**config.mk**
```make
export PLATFORM = sky130hd
export DESIGN_NAME = beacon_wave_gen
export DESIGN_NICKNAME = d
export VERILOG_FILES = /design/src/rtl/beacon_pkg.sv /design/src/rtl/beacon_scale_sat.sv /design/src/rtl/beacon_wave_gen.sv
export SDC_FILE = /design/constraint.sdc
export NUM_CORES = 2
export LEC_CHECK = 0
export CORE_MARGIN = 2
export CORE_UTILIZATION = 45
export CTS_CLUSTER_SIZE = 30
export DETAILED_ROUTE_END_ITERATION = 6
export GPL_ROUTABILITY_DRIVEN = 1
export SLEW_MARGIN = 0
export SYNTH_ARGS = -nofsm -noshare
export SYNTH_HDL_FRONTEND = slang
export SYNTH_SLANG_ARGS = --single-unit
```
**constraint.sdc**
```tcl
create_clock -name Clk -period 15.73 [get_ports Clk]
set_input_delay 3.9325 -clock Clk [delete_from_list [all_inputs] [get_ports Clk]]
set_output_delay 3.9325 -clock Clk [all_outputs]
set_load 0.02 [all_outputs]
```
**src/rtl/beacon_pkg.sv**
```systemverilog
// ---------------------------------------------------------------------------
// beacon_pkg
// Shared definitions for the multi-channel beacon waveform generator:
//   - state_e     : run-control FSM states (IDLE, RUN, DRAIN)
//   - DEF_DATA_W  : default signed sample width
//   - DEF_AMP_W   : default gain width (unsigned Q1.(AMP_W-1))
//   - sat_shift() : arithmetic right shift followed by saturation to a
//                   signed range of a given width
// ---------------------------------------------------------------------------
package beacon_pkg;

    typedef enum logic [1:0] {
        IDLE  = 2'd0,
        RUN   = 2'd1,
        DRAIN = 2'd2
    } state_e;

    localparam int DEF_DATA_W = 24;
    localparam int DEF_AMP_W  = 8;

    // Width of the working value inside sat_shift; callers must keep their
    // full product (DATA_W + AMP_W + 1 bits) at or below this.
    localparam int SAT_WORK_W = 64;

    // Shifts a signed product right arithmetically (floor rounding) and
    // clamps it to [-2^(width-1), 2^(width-1)-1]. The result is returned at
    // full working width; the caller keeps the low 'width' bits.
    function automatic logic signed [SAT_WORK_W-1:0] sat_shift(
        input logic signed [SAT_WORK_W-1:0] product,
        input int                           shift,
        input int                           width
    );
        logic signed [SAT_WORK_W-1:0] shifted;
        logic signed [SAT_WORK_W-1:0] maxVal;
        logic signed [SAT_WORK_W-1:0] minVal;
        shifted = product >>> shift;
        maxVal  = (64'sd1 <<< (width - 1)) - 64'sd1;
        minVal  = -maxVal - 64'sd1;
        if (shifted > maxVal) begin
            sat_shift = maxVal;
        end else if (shifted < minVal) begin
            sat_shift = minVal;
        end else begin
            sat_shift = shifted;
        end
    endfunction

endpackage

```
**src/rtl/beacon_scale_sat.sv**
```systemverilog
// ---------------------------------------------------------------------------
// beacon_scale_sat
// Output stage of one beacon channel: multiplies a signed table sample by an
// unsigned Q1.(AMP_W-1) gain, shifts back to sample scale, saturates and
// registers the result. A cleared valid or a flush forces the output to 0.
//
// Ports:
//   Clk       in   clock, rising edge
//   Rst_n     in   synchronous active-low reset
//   flush_i   in   clears the output register at the next edge
//   valid_i   in   sample_i is a live sample (otherwise output 0)
//   sample_i  in   signed DATA_W table sample
//   gain_i    in   unsigned AMP_W gain, 2^(AMP_W-1) is unity
//   data_o    out  registered, scaled, saturated signed sample
// ---------------------------------------------------------------------------
module beacon_scale_sat
    import beacon_pkg::*;
#(
    parameter int DATA_W = DEF_DATA_W,
    parameter int AMP_W  = DEF_AMP_W
) (
    input  logic                     Clk,
    input  logic                     Rst_n,
    input  logic                     flush_i,
    input  logic                     valid_i,
    input  logic signed [DATA_W-1:0] sample_i,
    input  logic        [AMP_W-1:0]  gain_i,
    output logic signed [DATA_W-1:0] data_o
);

    localparam int PROD_W = DATA_W + AMP_W + 1;

    logic signed [PROD_W-1:0]     product;
    logic signed [SAT_WORK_W-1:0] productExt;
    logic signed [DATA_W-1:0]     data_d;
    logic signed [DATA_W-1:0]     data_q;

    // The gain gets a zero sign bit so that the full unsigned range (up to
    // just under 2x) multiplies as a positive value.
    always_comb begin
        product    = PROD_W'(sample_i) * PROD_W'($signed({1'b0, gain_i}));
        productExt = SAT_WORK_W'(product);
        data_d     = '0;
        if (valid_i) begin
            data_d = DATA_W'(sat_shift(productExt, AMP_W - 1, DATA_W));
        end
    end

    // Output register; idle slots are held at 0 rather than the last sample.
    always_ff @(posedge Clk) begin
        if (!Rst_n) begin
            data_q <= '0;
        end else if (flush_i) begin
            data_q <= '0;
        end else begin
            data_q <= data_d;
        end
    end

    assign data_o = data_q;

endmodule

```
**src/rtl/beacon_wave_gen.sv**
```systemverilog
// ---------------------------------------------------------------------------
// beacon_wave_gen
// Multi-channel beacon waveform generator. One writable sample table of
// DEPTH entries is played by NUM_CH channels, each starting at its own phase
// offset. Samples are gain-scaled with saturation. Runs either continuously
// or as a counted burst of whole table periods with a busy/done handshake.
// Latency from a registered index to its output sample is 2 clocks.
//
// Ports:
//   Clk             in   clock, rising edge
//   Rst_n           in   synchronous active-low reset (table not cleared)
//   enable          in   block enable; low forces IDLE and flushes outputs
//   mode            in   0 = continuous, 1 = burst (latched at run start)
//   start           in   burst start pulse
//   burst_periods   in   table periods per burst, 0 acts as 1 (latched)
//   gain            in   unsigned Q1.(AMP_W-1) gain (latched)
//   phase_ofs       in   per-channel start offsets, ch c at [c*ADDR_W +: ADDR_W]
//   tbl_we          in   table write strobe
//   tbl_addr        in   table write address (>= DEPTH ignored)
//   tbl_wdata       in   signed table write data
//   BeaconData_out  out  signed samples, ch c at [c*DATA_W +: DATA_W]
//   out_valid       out  BeaconData_out holds live samples
//   busy            out  FSM not IDLE
//   done            out  one-cycle pulse at the end of a burst
// ---------------------------------------------------------------------------
module beacon_wave_gen
    import beacon_pkg::*;
#(
    parameter int    DATA_W    = DEF_DATA_W,
    parameter int    DEPTH     = 40,
    parameter int    ADDR_W    = 6,
    parameter int    NUM_CH    = 2,
    parameter int    AMP_W     = DEF_AMP_W,
    parameter int    CNT_W     = 16,
    parameter string INIT_FILE = ""
) (
    input  logic                       Clk,
    input  logic                       Rst_n,
    input  logic                       enable,
    input  logic                       mode,
    input  logic                       start,
    input  logic [CNT_W-1:0]           burst_periods,
    input  logic [AMP_W-1:0]           gain,
    input  logic [NUM_CH*ADDR_W-1:0]   phase_ofs,
    input  logic                       tbl_we,
    input  logic [ADDR_W-1:0]          tbl_addr,
    input  logic [DATA_W-1:0]          tbl_wdata,
    output logic [NUM_CH*DATA_W-1:0]   BeaconData_out,
    output logic                       out_valid,
    output logic                       busy,
    output logic                       done
);

    localparam logic [ADDR_W-1:0] LAST_IDX  = ADDR_W'(DEPTH - 1);
    localparam logic [ADDR_W:0]   DEPTH_EXT = (ADDR_W + 1)'(DEPTH);

    state_e                    state_q, state_d;
    logic [ADDR_W-1:0]         idx_q, idx_d;
    logic [CNT_W-1:0]          periodCnt_q, periodCnt_d;
    logic                      drainCnt_q, drainCnt_d;
    logic                      done_q, done_d;
    logic                      mode_q, mode_d;
    logic [AMP_W-1:0]          gain_q, gain_d;
    logic [NUM_CH*ADDR_W-1:0]  ofs_q, ofs_d;
    logic [CNT_W-1:0]          periods_q, periods_d;
    logic                      rdValid_q;
    logic                      outValid_q;

    logic signed [DATA_W-1:0]  tblMem [0:DEPTH-1];
    logic [ADDR_W-1:0]         rdAddr [NUM_CH];
    logic signed [DATA_W-1:0]  rdData_q [NUM_CH];
    logic [ADDR_W-1:0]         ofsEff;
    logic [ADDR_W:0]           addrSum;

    // Run-control FSM. Run parameters are captured only on the IDLE->RUN
    // transition so mid-run input changes cannot disturb a waveform. A low
    // enable overrides every state and returns to IDLE without a done pulse.
    always_comb begin
        state_d     = state_q;
        idx_d       = idx_q;
        periodCnt_d = periodCnt_q;
        drainCnt_d  = drainCnt_q;
        done_d      = 1'b0;
        mode_d      = mode_q;
        gain_d      = gain_q;
        ofs_d       = ofs_q;
        periods_d   = periods_q;

        case (state_q)
            IDLE: begin
                idx_d       = '0;
                periodCnt_d = '0;
                drainCnt_d  = 1'b0;
                if (enable && (!mode || start)) begin
                    state_d   = RUN;
                    mode_d    = mode;
                    gain_d    = gain;
                    ofs_d     = phase_ofs;
                    periods_d = (burst_periods == '0) ? CNT_W'(1) : burst_periods;
                end
            end
            RUN: begin
                if (idx_q == LAST_IDX) begin
                    idx_d       = '0;
                    periodCnt_d = periodCnt_q + CNT_W'(1);
                    if (mode_q && ((periodCnt_q + CNT_W'(1)) == periods_q)) begin
                        state_d    = DRAIN;
                        drainCnt_d = 1'b0;
                    end
                end else begin
                    idx_d = idx_q + ADDR_W'(1);
                end
            end
            DRAIN: begin
                // Two cycles let the last index pass both pipeline stages
                // before done is raised.
                if (drainCnt_q) begin
                    state_d = IDLE;
                    done_d  = 1'b1;
                end else begin
                    drainCnt_d = 1'b1;
                end
            end
            default: begin
                state_d = IDLE;
            end
        endcase

        if (!enable) begin
            state_d     = IDLE;
            idx_d       = '0;
            periodCnt_d = '0;
            drainCnt_d  = 1'b0;
            done_d      = 1'b0;
        end
    end

    // Control registers plus the valid tags that travel alongside the two
    // data pipeline stages. Dropping enable clears both tags immediately.
    always_ff @(posedge Clk) begin
        if (!Rst_n) begin
            state_q     <= IDLE;
            idx_q       <= '0;
            periodCnt_q <= '0;
            drainCnt_q  <= 1'b0;
            done_q      <= 1'b0;
            mode_q      <= 1'b0;
            gain_q      <= '0;
            ofs_q       <= '0;
            periods_q   <= '0;
            rdValid_q   <= 1'b0;
            outValid_q  <= 1'b0;
        end else begin
            state_q     <= state_d;
            idx_q       <= idx_d;
            periodCnt_q <= periodCnt_d;
            drainCnt_q  <= drainCnt_d;
            done_q      <= done_d;
            mode_q      <= mode_d;
            gain_q      <= gain_d;
            ofs_q       <= ofs_d;
            periods_q   <= periods_d;
            rdValid_q   <= enable && (state_q == RUN);
            outValid_q  <= enable && rdValid_q;
        end
    end

    // Table write port. Out-of-range addresses are dropped. Contents survive
    // reset on purpose so a table loaded once stays valid.
    always_ff @(posedge Clk) begin
        if (tbl_we && (int'(tbl_addr) < DEPTH)) begin
            tblMem[tbl_addr] <= tbl_wdata;
        end
    end

    // Per-channel read address: (idx + offset) mod DEPTH using a single
    // conditional subtract, valid because both terms are below DEPTH.
    // Offsets outside the table fall back to 0.
    always_comb begin
        ofsEff  = '0;
        addrSum = '0;
        for (int c = 0; c < NUM_CH; c++) begin
            ofsEff = ofs_q[c*ADDR_W +: ADDR_W];
            if (int'(ofsEff) >= DEPTH) begin
                ofsEff = '0;
            end
            addrSum = {1'b0, idx_q} + {1'b0, ofsEff};
            if (addrSum >= DEPTH_EXT) begin
                rdAddr[c] = ADDR_W'(addrSum - DEPTH_EXT);
            end else begin
                rdAddr[c] = addrSum[ADDR_W-1:0];
            end
        end
    end

    // Stage 1: registered table read. A write to the same address at the
    // same edge is not visible until the following read.
    always_ff @(posedge Clk) begin
        for (int c = 0; c < NUM_CH; c++) begin
            rdData_q[c] <= tblMem[rdAddr[c]];
        end
    end

    // Stage 2: one scale/saturate register per channel.
    generate
        for (genvar c = 0; c < NUM_CH; c++) begin : g_ch
            beacon_scale_sat #(
                .DATA_W (DATA_W),
                .AMP_W  (AMP_W)
            ) u_scale (
                .Clk      (Clk),
                .Rst_n    (Rst_n),
                .flush_i  (!enable),
                .valid_i  (rdValid_q),
                .sample_i (rdData_q[c]),
                .gain_i   (gain_q),
                .data_o   (BeaconData_out[c*DATA_W +: DATA_W])
            );
        end
    endgenerate

    assign out_valid = outValid_q;
    assign busy      = (state_q != IDLE);
    assign done      = done_q;

endmodule
```
==> metrics.md <==
| Metric | Value |
|---|---|
| Status | `finished, final reports clean` |
| Final min period | `6.52 ns` |
| Max-cap violations | `0` |
| Tightest Pin Transition | `1.16 ns` |
| Synth Net Count | `4883` |
| Clock skew after layout | `0.0646 ns` |
| Overflow left after global routing | `0` |
| First-pass GRT wire length | `261000 microns` |
| CTS sink count | `1121` |
| Max IR drop VDD | `0.101 mV` |
| Flops & latches, synth | `1121` |
| Placed Area | `66700 sq um` |
| Worst Path Arrival | `7.07 ns` |
| Fin util | `50.6%` |
| Adder-cell share of the synthesized area | `12.2%` |
| Hold WC Path Type | `reg2reg` |
| Die area | `144000 sq um` |
| Worst hold slack | `0.463 ns` |
| Initial antenna violation count | `9` |
| Hold path depth | `2` |
| Worst r2r src | `gain_q[0]` |
| R2r endpoint | `g_ch[0].u_scale.data_o[11]` |
| Endpoints failing hold | `0` |
| Core footprint | `140000 sq um` |
| Die W | `379 microns` |
| Worst min-delay path startpoint | `ofs_q[1]` |
| Fraction of layout instances using a drive strength above 1 | `19.0%` |
| Root buf cell | `clkbuf_16` |
| CTS max path bufs | `3` |
| Starting DRT DRC Count | `4134` |
| Worst Reg-to-Reg Cells | `18` |
| Startpoint types | `flop` |
| YS warnings | `0` |
| Fmax | `0.153 GHz` |
| Synth Area in Simple Gates | `6.79%` |
| Sequential area share after synthesis | `50.6%` |
| GRT Total Usage | `25.2%` |
| Die Y | `379 microns` |
| Post-CTS sizing | `0` |
| Num rows | `137` |
| Ports | `123` |
| CTS clk-pin slew, worst paths | `0.06 ns` |
| PortBufs | `122` |
| DRC viols | `0` |
| Vias in the first global route | `38500` |
| Antenna-violating nets left | `0` |
| Worst Setup End Kind | `flop` |
| Slew Limit Fails | `0` |
| CTS buffer count | `120` |
| Worst setup path class | `reg2reg` |
| Post-synthesis mux area share | `20.1%` |
| Final instance area | `70600 sq um` |
| Routed wire length | `179000 microns` |
| Worst skew pair latency | `0.78 ns` |
| Final setup vio count | `0` |
| Unique masters post-synth | `75` |
| Synth Area in Compound Gates | `4.92%` |
| Leak | `24.9 nW` |
| H-tree Lvls | `3` |
| Critical Path Fanout Max | `47` |
| Most frequent cells in the layout | `edfxtp_1, mux4_2, nand2_1` |
| Main combinational cell family by area after synthesis | `multiplexers` |
| DR vias | `38100` |
| Setup_tns | `0 ns` |
| Most common cell after layout, fill and taps aside | `edfxtp_1` |
| Area growth syn-to-layout | `11.5%` |
| Post-DP HPWL | `120000 microns` |
| Ys async rst share | `0%` |
| Hold endpoint | `ofs_q[1]` |
| Starting density of the core | `45.4%` |
| CTS tree | `yes` |
| Routed length per placed instance | `28.0 microns` |
| Max-slew headroom | `22.8%` |
| PwrDens | `109 nW/um^2` |
| Post-synth EDFFs | `960` |
| Ys flop type | `edfxtp_1` |
| Slack of the worst reg-to-reg path | `9.21 ns` |
| First-pass iteration count of the detailed router | `7` |
| Syn Area/Cell | `14.5 sq um` |
| Pin count of the biggest net entering global routing | `85` |
| Post-Syn Instances | `4371` |
| Syn Std Cell Area | `63300 sq um` |
| Final net count | `4937` |
| Avg Vias per Cell | `5.95` |
| Post-Synth XOR/XNOR Area | `1.26%` |
| RSZ-0062 raised after global routing | `false` |
| Period utilization | `41.4%` |
| Final GP Congestion | `0.921` |
| # Post-CTS Setup Buffers | `0` |
| CP Data Required Time | `16.28 ns` |
| CTS Hold Buffers Added | `0` |
-- flip-flops by register name (all words and copies together) (netlist names) --
signal and cells:
tblMem 960, g_ch.u_scale.data_o 48, rdData_q 48, periodCnt_q 16, periods_q 16, ofs_q 12, gain_q 8, idx_q 6
state_q 2, done 1, drainCnt_q 1, mode_q 1, out_valid 1, rdValid_q 1
-- area by class of cell --
cell class | count | area (sq um)
clock inverters | 77 | 820
repair buffers | 176 | 1540
inverters | 421 | 1580
flip-flops and latches | 1121 | 32100
multi-input cells | 2585 | 29100
clock buffers | 145 | 3150
well taps | 1876 | 2350
fillers | 11800 | 68900
diodes | 5 | 12.5
-- layer usage --
layer	vias to the layer above	global-route usage, %	part of all wire (%)
met5	-	0	0.022
met1	20000	33.7	40
met2	1470	41.4	48
met3	286	4.55	7.6
li1	16400	-	-
met4	6	9.08	3.9
-- metrics by stage --
stage               std cells  power [mW]  setup slack [ns]
detailed placement       6179        4.90              8.92
global placement         6179        4.89              8.91
floorplan                4371        4.36              9.82
CTS                      6401        7.73              9.15
finish                   6406        7.69              9.21
global route             6401        7.99              8.66
-- worst max-delay path, cell delays in order (launching register included) --
cell       delay (ns)
dfxtp_2          1.04
nand2_1          0.19
fa_1             0.59
inv_1            0.05
fa_1             0.48
fa_1             0.55
inv_1            0.05
fa_1             0.47
inv_1            0.04
ha_1             0.33
a211oi_1         0.28
o211ai_1         0.12
a221oi_1         0.36
o2111ai_1        0.24
a31oi_2          0.32
nor2b_1          0.12
or3_1            0.34
nand4_1          0.46
o21ai_0          0.25
-- logic make-up (layout without fill, tap and decap cells) --
kind of cell             count (synthesis)  in the layout
AO/OA/AOI/OAI                          468            468
adder cells (fa/ha/maj)                440            440
multiplexers                           662            662
buffers and inverters                  665            819
XOR/XNOR                                91             91
AND/OR/NAND/NOR                        924            924
other                                    0              5
flip-flops                            1121           1121
-- cell usage after synthesis (5+ instances only) --
cell	instances	area share, %
o2111ai_1	12	0.17
buf_1	16	0.095
xnor2_1	61	0.84
nand2_1	429	2.5
mux4_2	480	17
o211ai_1	18	0.21
o21ai_1	11	0.087
nand2b_1	8	0.079
buf_4	10	0.12
o22ai_1	12	0.12
a21boi_0	39	0.46
nand3b_1	5	0.059
inv_1	421	2.5
a32o_1	6	0.095
mux2i_1	124	2.0
dfxtp_1	161	5.1
nand3_1	65	0.51
o21a_1	6	0.071
and2_1	195	1.9
buf_2	30	0.24
ha_1	140	2.8
nor2b_1	18	0.18
a32oi_1	10	0.14
xor2_1	30	0.41
buf_6	5	0.089
a221o_1	9	0.14
clkbuf_1	182	1.1
and3_1	11	0.11
a31oi_1	14	0.14
a21o_1	37	0.44
a211oi_1	13	0.15
edfxtp_1	960	46
o31ai_1	8	0.095
o21bai_1	6	0.071
nor4_1	8	0.079
o21ai_0	77	0.61
nor3_1	34	0.27
mux2_2	58	1.0
nand4_1	9	0.089
nor2_1	125	0.74
a21oi_1	124	0.98
a22oi_1	30	0.36
fa_1	300	9.5
-- where the power goes --
group	internal (mW)	total (mW)	switching, mW
Sequential	3.28	3.38	0.102
Clock	1.63	2.86	1.24
Combinational	0.560	1.45	0.887
-- worst max-delay path by stage --
stage | cells past startpoint | slack (ns) | end | start
after floorplan | 2 | 9.82 | tblMem[17][0] | tbl_addr[2]
after global placement | 4 | 8.91 | tblMem[25][1] | tbl_addr[3]
after detailed placement | 4 | 8.92 | tblMem[16][15] | tbl_addr[5]
after CTS | 18 | 9.15 | g_ch[0].u_scale.data_o[11] | gain_q[0]
after global routing | 19 | 8.66 | g_ch[1].u_scale.data_o[18] | gain_q[0]
final | 18 | 9.21 | g_ch[0].u_scale.data_o[11] | gain_q[0]
(Power assumes the default switching activity.)
